==> src/rtl/led_timer_periph_pkg.sv <==
// rtl/led_timer_periph_pkg.sv - shared constants, types and helpers for the LED/timer peripheral
package led_timer_pkg;

    localparam logic [2:0] OFF_LED     = 3'd0;
    localparam logic [2:0] OFF_TIMER   = 3'd1;
    localparam logic [2:0] OFF_COMPARE = 3'd2;
    localparam logic [2:0] OFF_CTRL    = 3'd3;
    localparam logic [2:0] OFF_STATUS  = 3'd4;

    localparam int CTRL_EN     = 0;
    localparam int CTRL_AUTO   = 1;
    localparam int CTRL_IRQ_EN = 2;

    typedef enum logic {
        IDLE = 1'b0,
        ACK  = 1'b1
    } bus_state_t;

    // Replace only the bytes whose strobe is set
    function automatic logic [31:0] merge_bytes(input logic [31:0] old_val,
                                                input logic [31:0] wdata,
                                                input logic [3:0]  wstrb);
        logic [31:0] result;
        result = old_val;
        for (int i = 0; i < 4; i++) begin
            if (wstrb[i]) begin
                result[i*8 +: 8] = wdata[i*8 +: 8];
            end
        end
        return result;
    endfunction

endpackage

==> src/rtl/led_timer_periph_if.sv <==
// rtl/led_timer_periph_if.sv - PicoRV32 native memory bus bundle
interface led_timer_periph_if;
    logic        mem_valid;
    logic [31:0] mem_addr;
    logic [31:0] mem_wdata;
    logic [3:0]  mem_wstrb;
    logic        mem_ready;
    logic [31:0] mem_rdata;

    modport master (
        output mem_valid, mem_addr, mem_wdata, mem_wstrb,
        input  mem_ready, mem_rdata
    );

    modport slave (
        input  mem_valid, mem_addr, mem_wdata, mem_wstrb,
        output mem_ready, mem_rdata
    );
endinterface

==> src/rtl/led_timer_periph_interval_timer.sv <==
// rtl/led_timer_periph_interval_timer.sv - free-running counter with compare reload and load port
module interval_timer (
    input  logic        clk,
    input  logic        reset,
    input  logic        i_en,
    input  logic        i_load,
    input  logic [31:0] i_load_value,
    input  logic [31:0] i_compare,
    output logic [31:0] o_count,
    output logic        o_hit
);

    logic [31:0] r_count;
    logic        w_equal;

    assign w_equal = (r_count == i_compare);
    // A bus load pre-empts the reload, so no hit is reported in that cycle
    assign o_hit   = i_en & ~i_load & w_equal;
    assign o_count = r_count;

    // Counter: load beats reload, reload beats increment, hold when disabled
    always_ff @(posedge clk or posedge reset) begin
        if (reset) begin
            r_count <= '0;
        end else if (i_load) begin
            r_count <= i_load_value;
        end else if (o_hit) begin
            r_count <= '0;
        end else if (i_en) begin
            r_count <= r_count + 32'd1;
        end
    end

endmodule

==> src/rtl/led_timer_periph.sv <==
// rtl/led_timer_periph.sv - memory-mapped LED and interval timer with match interrupt
module led_timer_periph
    import led_timer_pkg::*;
#(
    parameter logic [3:0]  SEL_NIBBLE    = 4'h2,
    parameter logic [31:0] COMPARE_RESET = 32'hFFFF_FFFF
) (
    input  logic                clk,
    input  logic                reset,
    led_timer_periph_if.slave   bus,
    output logic                led,
    output logic                irq
);

    bus_state_t  r_state;
    bus_state_t  w_state_next;
    logic [31:0] r_rdata;
    logic [31:0] r_compare;
    logic [2:0]  r_ctrl;
    logic        r_match;
    logic        r_led;

    logic        w_sel;
    logic        w_accept;
    logic        w_write;
    logic [2:0]  w_off;
    logic        w_wr_led;
    logic        w_wr_timer;
    logic        w_wr_compare;
    logic        w_wr_ctrl;
    logic        w_wr_status;
    logic [31:0] w_count;
    logic        w_hit;
    logic [31:0] w_rd_val;

    assign w_sel        = (bus.mem_addr[31:28] == SEL_NIBBLE);
    // Being in IDLE guarantees mem_ready is low, so a lingering request is not re-acknowledged
    assign w_accept     = (r_state == IDLE) & bus.mem_valid & w_sel;
    assign w_write      = w_accept & (|bus.mem_wstrb);
    assign w_off        = bus.mem_addr[4:2];
    assign w_wr_led     = w_write & (w_off == OFF_LED)     & bus.mem_wstrb[0];
    assign w_wr_timer   = w_write & (w_off == OFF_TIMER);
    assign w_wr_compare = w_write & (w_off == OFF_COMPARE);
    assign w_wr_ctrl    = w_write & (w_off == OFF_CTRL)    & bus.mem_wstrb[0];
    assign w_wr_status  = w_write & (w_off == OFF_STATUS)  & bus.mem_wstrb[0];

    interval_timer u_timer (
        .clk          (clk),
        .reset        (reset),
        .i_en         (r_ctrl[CTRL_EN]),
        .i_load       (w_wr_timer),
        .i_load_value (merge_bytes(w_count, bus.mem_wdata, bus.mem_wstrb)),
        .i_compare    (r_compare),
        .o_count      (w_count),
        .o_hit        (w_hit)
    );

    // Bus FSM state register
    always_ff @(posedge clk or posedge reset) begin
        if (reset) begin
            r_state <= IDLE;
        end else begin
            r_state <= w_state_next;
        end
    end

    // Bus FSM next state: accept goes to ACK, ACK always returns to IDLE
    always_comb begin
        w_state_next = r_state;
        case (r_state)
            IDLE:    if (w_accept) w_state_next = ACK;
            ACK:     w_state_next = IDLE;
            default: w_state_next = IDLE;
        endcase
    end

    // Bus FSM outputs: ready and data only while acknowledging, zero otherwise for OR-combining
    always_comb begin
        bus.mem_ready = (r_state == ACK);
        bus.mem_rdata = (r_state == ACK) ? r_rdata : 32'd0;
    end

    // Read mux; unmapped offsets return zero
    always_comb begin
        w_rd_val = 32'd0;
        case (w_off)
            OFF_LED:     w_rd_val = {31'd0, r_led};
            OFF_TIMER:   w_rd_val = w_count;
            OFF_COMPARE: w_rd_val = r_compare;
            OFF_CTRL:    w_rd_val = {29'd0, r_ctrl};
            OFF_STATUS:  w_rd_val = {31'd0, r_match};
            default:     w_rd_val = 32'd0;
        endcase
    end

    // Read data captured on accept, cleared on the following edge
    always_ff @(posedge clk or posedge reset) begin
        if (reset) begin
            r_rdata <= '0;
        end else if (w_accept) begin
            r_rdata <= w_rd_val;
        end else begin
            r_rdata <= '0;
        end
    end

    // COMPARE and CTRL registers
    always_ff @(posedge clk or posedge reset) begin
        if (reset) begin
            r_compare <= COMPARE_RESET;
            r_ctrl    <= '0;
        end else begin
            if (w_wr_compare) r_compare <= merge_bytes(r_compare, bus.mem_wdata, bus.mem_wstrb);
            if (w_wr_ctrl)    r_ctrl    <= bus.mem_wdata[2:0];
        end
    end

    // Sticky match flag: a hit in the same cycle as a W1C keeps it set
    always_ff @(posedge clk or posedge reset) begin
        if (reset) begin
            r_match <= 1'b0;
        end else begin
            r_match <= w_hit | (r_match & ~(w_wr_status & bus.mem_wdata[0]));
        end
    end

    // LED: firmware write wins over an auto-toggle in the same cycle
    always_ff @(posedge clk or posedge reset) begin
        if (reset) begin
            r_led <= 1'b0;
        end else if (w_wr_led) begin
            r_led <= bus.mem_wdata[0];
        end else if (w_hit & r_ctrl[CTRL_AUTO]) begin
            r_led <= ~r_led;
        end
    end

    assign led = r_led;
    assign irq = r_match & r_ctrl[CTRL_IRQ_EN];

endmodule

==> src/flat_wrapper.sv <==
// flat-port wrapper written by rule: the top's interface ports become plain ports
module led_timer_periph_flat import led_timer_pkg::*;
#(
    parameter logic [3:0]  SEL_NIBBLE    = 4'h2,
    parameter logic [31:0] COMPARE_RESET = 32'hFFFF_FFFF
)
  (clk, reset, led, irq, bus_mem_valid, bus_mem_addr, bus_mem_wdata, bus_mem_wstrb, bus_mem_ready, bus_mem_rdata);
  led_timer_periph_if bus_i ();
  input  logic clk;
  input  logic reset;
  output logic led;
  output logic irq;
  input wire logic [$bits(bus_i.mem_valid)-1:0] bus_mem_valid;
  input wire logic [$bits(bus_i.mem_addr)-1:0] bus_mem_addr;
  input wire logic [$bits(bus_i.mem_wdata)-1:0] bus_mem_wdata;
  input wire logic [$bits(bus_i.mem_wstrb)-1:0] bus_mem_wstrb;
  output wire logic [$bits(bus_i.mem_ready)-1:0] bus_mem_ready;
  output wire logic [$bits(bus_i.mem_rdata)-1:0] bus_mem_rdata;
  assign bus_i.mem_valid = bus_mem_valid;
  assign bus_i.mem_addr = bus_mem_addr;
  assign bus_i.mem_wdata = bus_mem_wdata;
  assign bus_i.mem_wstrb = bus_mem_wstrb;
  assign bus_mem_ready = bus_i.mem_ready;
  assign bus_mem_rdata = bus_i.mem_rdata;
  led_timer_periph #(.SEL_NIBBLE(SEL_NIBBLE), .COMPARE_RESET(COMPARE_RESET)) u_core (.clk(clk), .reset(reset), .bus(bus_i), .led(led), .irq(irq));
endmodule
==> config.mk <==
export PLATFORM = sky130hd
export DESIGN_NAME = led_timer_periph_flat
export DESIGN_NICKNAME = d
export VERILOG_FILES = /design/src/rtl/led_timer_periph_pkg.sv /design/src/rtl/led_timer_periph_if.sv /design/src/rtl/led_timer_periph_interval_timer.sv /design/src/rtl/led_timer_periph.sv /design/src/flat_wrapper.sv
export SDC_FILE = /design/constraint.sdc
export NUM_CORES = 1
export LEC_CHECK = 0
export CAP_MARGIN = 10
export CORE_MARGIN = 5
export CORE_UTILIZATION = 45
export DETAILED_ROUTE_END_ITERATION = 10
export GPL_TIMING_DRIVEN = 0
export PLACE_DENSITY = 0.75
export SLEW_MARGIN = 20
export SYNTH_ARGS = -nofsm -noshare
export SYNTH_HDL_FRONTEND = slang
export SYNTH_SLANG_ARGS = --single-unit
==> constraint.sdc <==
create_clock -name clk -period 3.2 [get_ports clk]
set_input_delay 0.48 -clock clk [delete_from_list [all_inputs] [get_ports clk]]
set_output_delay 0.48 -clock clk [all_outputs]
set_load 0.01 [all_outputs]
Yosys cells after proc, flatten, opt, wreduce, memory -nomap -nowiden. Cells that the tools add are included.

Flip-flop bits (word level): 102. Output and inout port bits: 35.

Equality and inequality tests: 10. Bitwise logic cells: 22. Reduce and logical (&&, ||, !) cells: 12. Mux-type cells: 14. $add $sub $neg: 1.

Operators by type and width (number): $mux 32 (5); $pmux 32 s5 (1); $add 32x1->32 const B (1); $eq 32x32->1 (1); $mux 8 (4); $and 1x1->1 (17); $reduce_and 2->1 (8); $ne 2x2->1 const B (4); $eq 3x2->1 const B (2); $eq 4x2->1 const B (1); $not 1->1 (4); $reduce_or 4->1 (1); $eq 3x1->1 const B (1); $eq 3x3->1 const B (1); $logic_not 3->1 (1); $mux 1 (3); $reduce_bool 3->1 (1); $pmux 1 s2 (1); $reduce_bool 2->1 (1); $or 1x1->1 (1).

Longest topological paths before layout. Gate-level depths: netlist of run 1.

Word-level depth: 11. Gate-level depth with buffers: 10. Gate-level depth less buffers: 7.

Cells and area by module. From an unflattened synthesis of run 1, not the netlist that was laid out.

Cell total of the unflattened synthesis: 629. Area total of the unflattened synthesis: 6314.8 µm².

By module, submodules not included: led_timer_periph (sequential area each 1791.7 µm², area each 3489.6 µm², instances 1, cells each 284); interval_timer (sequential area each 800.8 µm², area each 2825.2 µm², instances 1, cells each 345).

Worst setup path after synthesis of run 1. No wires, ideal clock.

Path type: input port to flip-flop. Start point: in bus_mem_wstrb[0]. End point: reg u_core.u_timer.r_count[16] (netlist: u_core.u_timer.o_count[16]). Arrival: 2.153 ns. Setup slack: 0.983 ns. Data required time: 3.136 ns. Stages: 7. Setup time: 0.064 ns. Cells stage by stage: buf_6 > or4_4 > and4_1 > buf_2 > or4_4 > nor3_2 > a211o_1.

Cells in the longest elaborated chain, start to end: 8. Elaborated cells on any way between the ends: 11. Those cells by class: 1 x eq/ne; 2 x mux; 5 x bitwise; 3 x reduce/logical.

Ends and longest elaborated chain: start, declared (RTL line flat_wrapper.sv:16) `input wire logic [$bits(bus_i.mem_wstrb)-1:0] bus_mem_wstrb;`; $reduce_or 4->1 (*) (RTL line led_timer_periph.sv:39) `assign w_write = w_accept & (|bus.mem_wstrb);`; $and 1x1->1 (*) (RTL line led_timer_periph.sv:39); $and 1x1->1 (*) (RTL line led_timer_periph.sv:42) `assign w_wr_timer = w_write & (w_off == OFF_TIMER);`; $not 1->1 (RTL line led_timer_periph_interval_timer.sv:18) `assign o_hit = i_en & ~i_load & w_equal;`; $and 1x1->1 (2 in a row) (RTL line led_timer_periph_interval_timer.sv:18); $reduce_bool 3->1 (no source line) / $mux 32 (equally long branches); $reduce_and 2->1 (no source line) / $mux 32 (equally long branches); end signal, assigned (RTL line led_timer_periph_interval_timer.sv:26) `r_count <= i_load_value;`; end signal, assigned (RTL line led_timer_periph_interval_timer.sv:30) `r_count <= r_count + 32'd1;`; end, declared (RTL line led_timer_periph_interval_timer.sv:13) `logic [31:0] r_count;`.

Every way passes the cells marked *; elsewhere a longest branch is shown, timed or not. A chain may end at the register's enable or synchronous reset.

Final worst setup path of run 1.
Start point: reg u_core.r_state (netlist: u_core.bus.mem_ready). End point: reg u_core.u_timer.r_count[25] (netlist: u_core.u_timer.o_count[25]).

Cells in the longest elaborated chain, start to end: 10. Elaborated cells on any way between the ends: 13. Those cells by class: 1 x eq/ne; 2 x mux; 8 x bitwise; 2 x reduce/logical.

Ends and longest elaborated chain: start, declared (RTL line led_timer_periph.sv:15) `bus_state_t r_state;`; start signal, assigned (RTL line led_timer_periph.sv:63) `r_state <= w_state_next;`; $not 1->1 (*) (RTL line led_timer_periph.sv:38) `assign w_accept = (r_state == IDLE) & bus.mem_valid & w_sel;`; $and 1x1->1 (*) (2 in a row) (RTL line led_timer_periph.sv:38); $and 1x1->1 (*) (RTL line led_timer_periph.sv:39); $and 1x1->1 (*) (RTL line led_timer_periph.sv:42); $not 1->1 (RTL line led_timer_periph_interval_timer.sv:18); $and 1x1->1 (2 in a row) (RTL line led_timer_periph_interval_timer.sv:18); $reduce_bool 3->1 (no source line) / $mux 32 (equally long branches); $reduce_and 2->1 (no source line) / $mux 32 (equally long branches).

Marked as above.

==> results of run 1 <==
per-stage QoR:
stage | util (%) | total power, mW
CTS | 56.5 | 3.03
global placement | 53.6 | 1.76
global route | 56.5 | 3.12
floorplan | - | 1.62
finish | 56.5 | 3.02
detailed placement | 53.8 | 1.77
cell type report:
cell class | instances | share of cell area, %
plain buffers | 51 | 3.07
clock buffers | 9 | 3.16
clock inverters | 7 | 1.58
inverters | 7 | 0.439
multi-input cells | 442 | 41.3
flip-flops and latches | 102 | 36.4
well taps | 172 | 3.02
repair buffers | 77 | 11.1
layer usage:
| metal | routed length, um | vias to the layer above |
|---|---|---|
| met5 | 0 | - |
| met4 | 515 | 0 |
| met3 | 1390 | 47 |
| met2 | 8360 | 248 |
| met1 | 7250 | 2552 |
| li1 | - | 2376 |
registers in the layout, indices dropped and copies added, names as in the netlist:
signal,flops
u_core.r_ctrl,3
u_core.led,1
u_core.r_match,1
u_core.r_rdata,32
u_core.u_timer.o_count,32
u_core.bus.mem_ready,1
u_core.r_compare,32
layout by cell type, fill, tap and decap left out, types with 12 or more instances in the layout:
master / instances
a21oi_1: 15
a22oi_1: 43
and2_1: 38
buf_2: 16
clkbuf_1: 31
clkdlybuf4s50_1: 76
dfrtp_1: 70
dfstp_2: 32
mux2_2: 37
nand2_1: 43
nand3_1: 33
nand4_1: 19
nor2_1: 49
nor3_1: 12
o21ai_0: 20
xnor2_1: 32
power by group through the flow:
stage | combinational [mW] | sequential, mW | clock, mW
2_1_floorplan | 0.216 | 1.40 | 0
3_3_place_gp | 0.345 | 1.41 | 0
3_5_place_dp | 0.357 | 1.42 | 0
4_1_cts | 0.359 | 1.39 | 1.27
5_1_grt | 0.394 | 1.40 | 1.33
6_report | 0.360 | 1.39 | 1.26
path summary, 6_finish.rpt:
| kind | start | endpoint | slack [ns] |
|---|---|---|---|
| max | u_core.bus.mem_ready | u_core.u_timer.o_count[25] | 0.21 |
| min | bus_mem_addr[4] | u_core.r_rdata[2] | 0.43 |
| max reg2reg | u_core.bus.mem_ready | u_core.u_timer.o_count[25] | 0.21 |
| min reg2reg | u_core.r_compare[0] | u_core.r_compare[0] | 0.51 |
| max in group asynchronous | reset | u_core.r_compare[5] | 2.02 |
| min in group asynchronous | reset | u_core.r_rdata[17] | 0.50 |
worst register-to-register path, cell delays in order, from the launching register on:
cell	delay, ns
dfrtp_1	0.52
nor4bb_1	0.31
clkbuf_1	0.41
and3_1	0.35
and2_1	0.33
a21oi_2	0.14
clkbuf_1	0.38
o21ai_0	0.31
o311ai_1	0.13
cell usage after synthesis, drive strengths merged (3+ instances only):
cell | number | area share (%)
dfrtp | 70 | 30
nor2 | 49 | 3.2
a22oi | 43 | 5.6
nand2 | 43 | 2.8
and2 | 38 | 4.1
mux2 | 37 | 7.2
nand3 | 33 | 2.9
dfstp | 32 | 15
xnor2 | 32 | 4.8
clkbuf | 31 | 2.0
buf | 20 | 1.8
o21ai | 20 | 1.7
nand4 | 19 | 2.1
a21oi | 16 | 1.4
nor3 | 15 | 1.6
o211ai | 11 | 1.4
and3 | 9 | 0.97
o311ai | 8 | 1.2
inv | 7 | 0.45
and4 | 5 | 0.76
or2 | 5 | 0.54
nor4 | 4 | 0.65
or3 | 4 | 0.43
or4 | 4 | 0.65
a211o | 3 | 0.45
a2bb2oi | 3 | 0.45
a311oi | 3 | 0.45
a31oi | 3 | 0.32
nor2b | 3 | 0.32
o41ai | 3 | 0.45
kinds of logic (layout without fill, tap and decap cells):
group                      Yosys count  after routing  synth area share, %
adders and majority gates            1              1                0.216
muxes                               38             38                 7.37
buffers and inverters               58            151                 4.24
AOI/OAI and AO/OA                  134            134                 16.8
xor gates and xnor gates            33             33                 5.00
DFF                                102            102                 44.8
and+or+nand+nor                    236            236                 21.5
==> flow_summary_export.csv, run 1 <==
group,metric,value,unit
outcome,status,"finished clean",
synthesis,synthesis.nets,674,
power_and_ir_drop,p_seq_share,46.2,%
global_routing,use_met3,4.94,%
power_and_ir_drop,p_comb_share,11.9,%
power_and_ir_drop,p_int,2.27,mW
sta,tns,0,ns
worst_setup_path,critical_path_buf_inv_count,2,
sta,worst_slew_pin_slew,0.729,ns
global_routing,grt_busiest_layer,"met2",
clocking,clockRootBuffer,"clkbuf_16",
place,place_ws,-0.0380,ns
power_and_ir_drop,switching_share,24.9,%
cells_and_area,regArea,0.00259,mm^2
cells_and_area,drive_gt1_share,17.3,%
global_routing,gr-total-overflow,0,
die,die_x,123,um
global_routing,grt_start_max_net_pins,61,
power_and_ir_drop,ir_drop,0.286,mV
power_and_ir_drop,clkPwrFrac,41.8,%
worst_setup_path,cp_common_cell,"clkbuf_1",
worst_setup_path,cp.required,3.43,ns
global_routing,first_global_vias,5194,
die,start_util,45.8,%
cells_and_area,final_cells,867,
synthesis,syn_area_per_cell,9.61,um^2
worst_setup_path,cp.arrival,3.23,ns
worst_setup_path,path_class,"reg -> reg",
clocking,cts_tree,"done",
clocking,holdBufCountCts,0,
cells_and_area,nets,762,
drt,wirelength,17500,um
cells_and_area,syn_to_final_growth,23.3,%
sta,finClkSkew,0.00723,ns
sta,hold_viol_final,0,
sta,layout_min_cycle_time,2.99,ns
place,gp_congestion,0.955,
drt,drtAntennaViolNets,0,
drt,vias_per_cell,6.02,
flow_run,maxCapViolations,0,
die,num_io_pins,106,
synthesis,yosysWarningCount,0,
sta,final-max-slew-violation-count,0,
global_routing,grt_usage,24.1,%
drt,dr_total_vias,5223,
synthesis,ys_seq_area_share,44.8,%
sta,finalSetupViolCount,0,
synthesis,ys_types,59,
synthesis,synth_edf_count,0,
drt,initialDrtViolationCount,657,
clocking,cts_buffer_depth,2,
synthesis,async_flop_share,100,%
worst_setup_path,cp_num_cells,8,
worst_setup_path,cp-end-kind,"flop",
die,core,0.0126,mm^2
die,die_h,123,um
worst_setup_path,startpoint_type,"flop",
clocking,cts_resized,0,
sta,fin_crit_sh,93.5,%
power_and_ir_drop,switching_power,0.751,mW
global_routing,grt_pass1_wl,28000,um
synthesis,synth_cells,602,
worst_setup_path,crit_fanout,10,
die,die-area,0.0152,mm^2
sta,relSlewSlack,51.2,%
cells_and_area,multi_input_area,0.00295,mm^2
clocking,clk-insertion-delay-late,0.36,ns
sta,holdWs,0.429,ns
drt,first_pass_iters,5,
sta,fmax,0.334,GHz
place,dp.cells,851,
place,placed_area,0.00679,mm^2
worst_setup_path,reg2reg_depth,8,
drt,wl_per_cell,20.2,um
synthesis,synthFlopType,"dfrtp_1",
global_routing,antenna_found_initial,0,
cells_and_area,diodes,0,
sta,finalWorstSetupSlack,0.209,ns
global_routing,use_met1,32.1,%
clocking,clkSinkCount,102,
sta,rsz0062_at_grt,"no",
clocking,cts_inserted_buffers,9,
cells_and_area,fill_cells,1139,
synthesis,ys_ff_latch,102,
place,portBuffers,76,
worst_hold_path,min_path_cells,2,
cells_and_area,fin_area,0.00713,mm^2
clocking,htreeDepth,3,
clocking,clkTransAtPathRegs,0.07,ns
place,hpwl,12700,um
power_and_ir_drop,p_leak,2.80,nW
clocking,post-cts-setup-buffer-count,0,
power_and_ir_drop,power.density,423,mW/mm^2
drt,drc,0,
die,rows,41,
worst_setup_path,cpPeakStageDelay,0.52,ns
global_routing,grt_use_met2,38.7,%
worst_hold_path,hold_class,"in -> reg",
worst_setup_path,critical_path.cell_chain,"nor4bb_1 > clkbuf_1 > and3_1 > and2_1 > a21oi_2 > clkbuf_1 > o21ai_0 > o311ai_1",
synthesis,netlist_area,0.00579,mm^2
worst_setup_path,worst_path_max_delay_cell,"dfrtp_1",
worst_setup_path,worst_path_dominant_cell_family,"simple AND/OR/NAND/NOR gates",
(Power assumes the default switching activity.)
==> run 2, diff against run 1 <==
PLACE_DENSITY = 0.74   (was 0.75)
SYNTH_HIERARCHICAL = 1   (was not set)
==> flow_summary_export.csv, run 2 <==
group,metric,value,unit
clocking,clockRootBuffer,"clkbuf_16",
global_routing,first_global_vias,5236,
sta,finalWorstSetupSlack,0.119,ns
cells_and_area,nets,792,
worst_setup_path,cp_common_cell,"buf_2",
global_routing,gr-total-overflow,0,
synthesis,syn_area_per_cell,10.0,um^2
worst_setup_path,cp.arrival,3.32,ns
sta,finalSetupViolCount,0,
power_and_ir_drop,p_leak,3.01,nW
sta,final-max-slew-violation-count,0,
drt,vias_per_cell,5.93,
sta,hold_viol_final,0,
drt,drtAntennaViolNets,0,
synthesis,yosysWarningCount,6,
sta,relSlewSlack,48.3,%
cells_and_area,fin_util,55.7,%
die,start_util,45.7,%
worst_setup_path,worst_path_dominant_cell_family,"simple AND/OR/NAND/NOR gates",
drt,first_pass_iters,5,
cells_and_area,diodes,0,
global_routing,grt_usage,23.4,%
global_routing,grt_pass1_wl,29800,um
clocking,clkTransAtPathRegs,0.07,ns
synthesis,yosys-top-cells-count,"mux2_2, dfrtp_1, nor2_1, and2_1",
sta,holdWs,0.453,ns
global_routing,grt_start_max_net_pins,56,
drt,dr_total_vias,5363,
drt,drc,0,
worst_setup_path,critical_path_buf_inv_count,3,
cells_and_area,drive_gt1_share,26.2,%
clocking,cts_buffer_depth,2,
synthesis,ys_ff_latch,102,
sta,worst_slew_pin_slew,0.775,ns
power_and_ir_drop,ir_drop,0.232,mV
place,portBuffers,75,
worst_setup_path,r2r_slack,0.20,ns
synthesis,ys_seq_area_share,41.1,%
cells_and_area,final_common_cell,"clkdlybuf4s50_1",
place,place_ws,-0.736,ns
synthesis,ys_types,62,
clocking,clkSinkCount,102,
synthesis,synth_cells,629,
synthesis,yosysMostFrequentCell,"mux2_2",
cells_and_area,fill_cells,1235,
worst_setup_path,crit_fanout,10,
clocking,cts_inserted_buffers,9,
worst_setup_path,cp.required,3.44,ns
outcome,status,"finished clean",
drt,initialDrtViolationCount,561,
synthesis,synthFlopType,"dfrtp_1",
die,num_io_pins,106,
synthesis,synth.top_cell.area_share,27.7,%
synthesis,synth_edf_count,0,
clocking,cts_tree,"done",
synthesis,synthTopCellsByArea,"dfrtp_1, dfstp_2, mux2_2",
synthesis,async_flop_share,100,%
sta,finClkSkew,0.00755,ns
synthesis,synth_top_area_cell,"dfrtp_1",
die,core,0.0138,mm^2
die,die_h,128,um
die,rows,43,
place,gp_congestion,0.953,
cells_and_area,syn_to_final_growth,21.9,%
sta,fin_crit_sh,96.3,%
flow_run,maxCapViolations,0,
synthesis,synthesis.nets,701,
drt,wl_per_cell,20.9,um
die,die_x,128,um
clocking,htreeDepth,3,
sta,fmax,0.325,GHz
worst_setup_path,startpoint_type,"primary input",
synthesis,netlist_area,0.00631,mm^2
die,die-area,0.0165,mm^2
cells_and_area,final_cell_mix,"clkdlybuf4s50_1, mux2_2, dfrtp_1",
power_and_ir_drop,power.density,386,mW/mm^2
worst_hold_path,hold_class,"in -> async",
worst_setup_path,path_class,"in -> reg",
power_and_ir_drop,total_power,2.97,mW
worst_setup_path,worst_path_max_delay_cell,"clkdlybuf4s50_1",
worst_setup_path,critical_path.cell_chain,"clkdlybuf4s50_1 > buf_2 > o41ai_1 > nor2_2 > and2b_2 > nand2_1 > nor4b_2 > and4_2 > buf_2 > a311oi_1 > o311a_1",
worst_setup_path,cp-end-kind,"flop",
sta,layout_min_cycle_time,3.08,ns
global_routing,antenna_found_initial,0,
worst_setup_path,cpPeakStageDelay,0.44,ns
place,hpwl,13900,um
sta,rsz0062_at_grt,"no",
clocking,clk-insertion-delay-late,0.35,ns
drt,wirelength,18900,um
[run 2: layout make-up]
class                   instances  area [um^2]  area share (%)
plain buffers                  51          248            3.22
clock buffers                  10          229            2.97
clock inverters                 6         71.3           0.926
inverters                      24         92.6            1.20
multi-input cells             451         3410            44.3
flip-flops and latches        102         2590            33.7
well taps                     180          225            2.93
repair buffers                 81          828            10.8
[run 2: cell families (layout without fill, tap and decap cells)]
| kind of cell | after synthesis | in the layout | synth area share (%) |
|---|---|---|---|
| simple gates | 237 | 237 | 23.1 |
| xor+xnor | 37 | 37 | 5.13 |
| mux | 77 | 77 | 13.7 |
| fa+ha+maj | 1 | 1 | 0.198 |
| flops | 102 | 102 | 41.1 |
| compound gates | 99 | 99 | 11.5 |
| buf+inv | 76 | 172 | 5.33 |
[run 2: worst paths after layout]
| path | start | to | depth (start not counted) |
|---|---|---|---|
| worst max-delay path | bus_mem_wstrb[0] | u_core/u_timer/o_count[22] | 11 |
| min in group clk | u_core/r_match | u_core/r_match | 1 |
| worst max register to register | u_core/bus.mem_ready | u_core/u_timer/o_count[7] | 10 |
| max in group asynchronous | reset | u_core/r_compare[21] | 3 |
| worst min-delay path | reset | u_core/r_rdata[1] | 2 |
| worst min register to register | u_core/r_match | u_core/r_match | 1 |
[run 2: stage by stage]
stage / setup TNS (ns) / std cells / cell area (um^2)
2_1_floorplan: 0 / 629 / 6310
3_3_place_gp: -31.92 / 884 / 7290
4_1_cts: 0 / 902 / 7660
6_report: 0 / 905 / 7700
5_1_grt: 0 / 905 / 7700
3_5_place_dp: -19.80 / 886 / 7340
[run 2: layer usage]
layer  vias up  track usage [%]  part of all wire, %  wire, um
met3        38             4.77                  7.6      1440
met5         -                0                    0         0
met4         0             9.24                  3.1       582
li1       2471                -                    -         -
met1      2651             31.8                   43      8070
met2       203             36.8                   47      8780
[run 2: power breakdown]
| part | leakage, nW | switching, mW | internal, mW |
|---|---|---|---|
| combinational | 1.63 | 0.227 | 0.196 |
| clock | 0.139 | 0.509 | 0.613 |
| sequential | 1.24 | 0.0790 | 1.35 |
| total | 3.01 | 0.815 | 2.16 |
[run 2: repair_timing]
item / CTS / global route
hold buffers: 0 / 0
pin swaps: 1 / 1
resized for setup: 9 / 8
endpoints found under the setup margin: 32 / 28
setup buffers: 1 / 3
==> run 3, diff against run 2 <==
CTS_CLUSTER_SIZE = 14   (was not set)
==> results of run 3 <==
No change in the layout: final DEF, timing and power equal those of run 2.
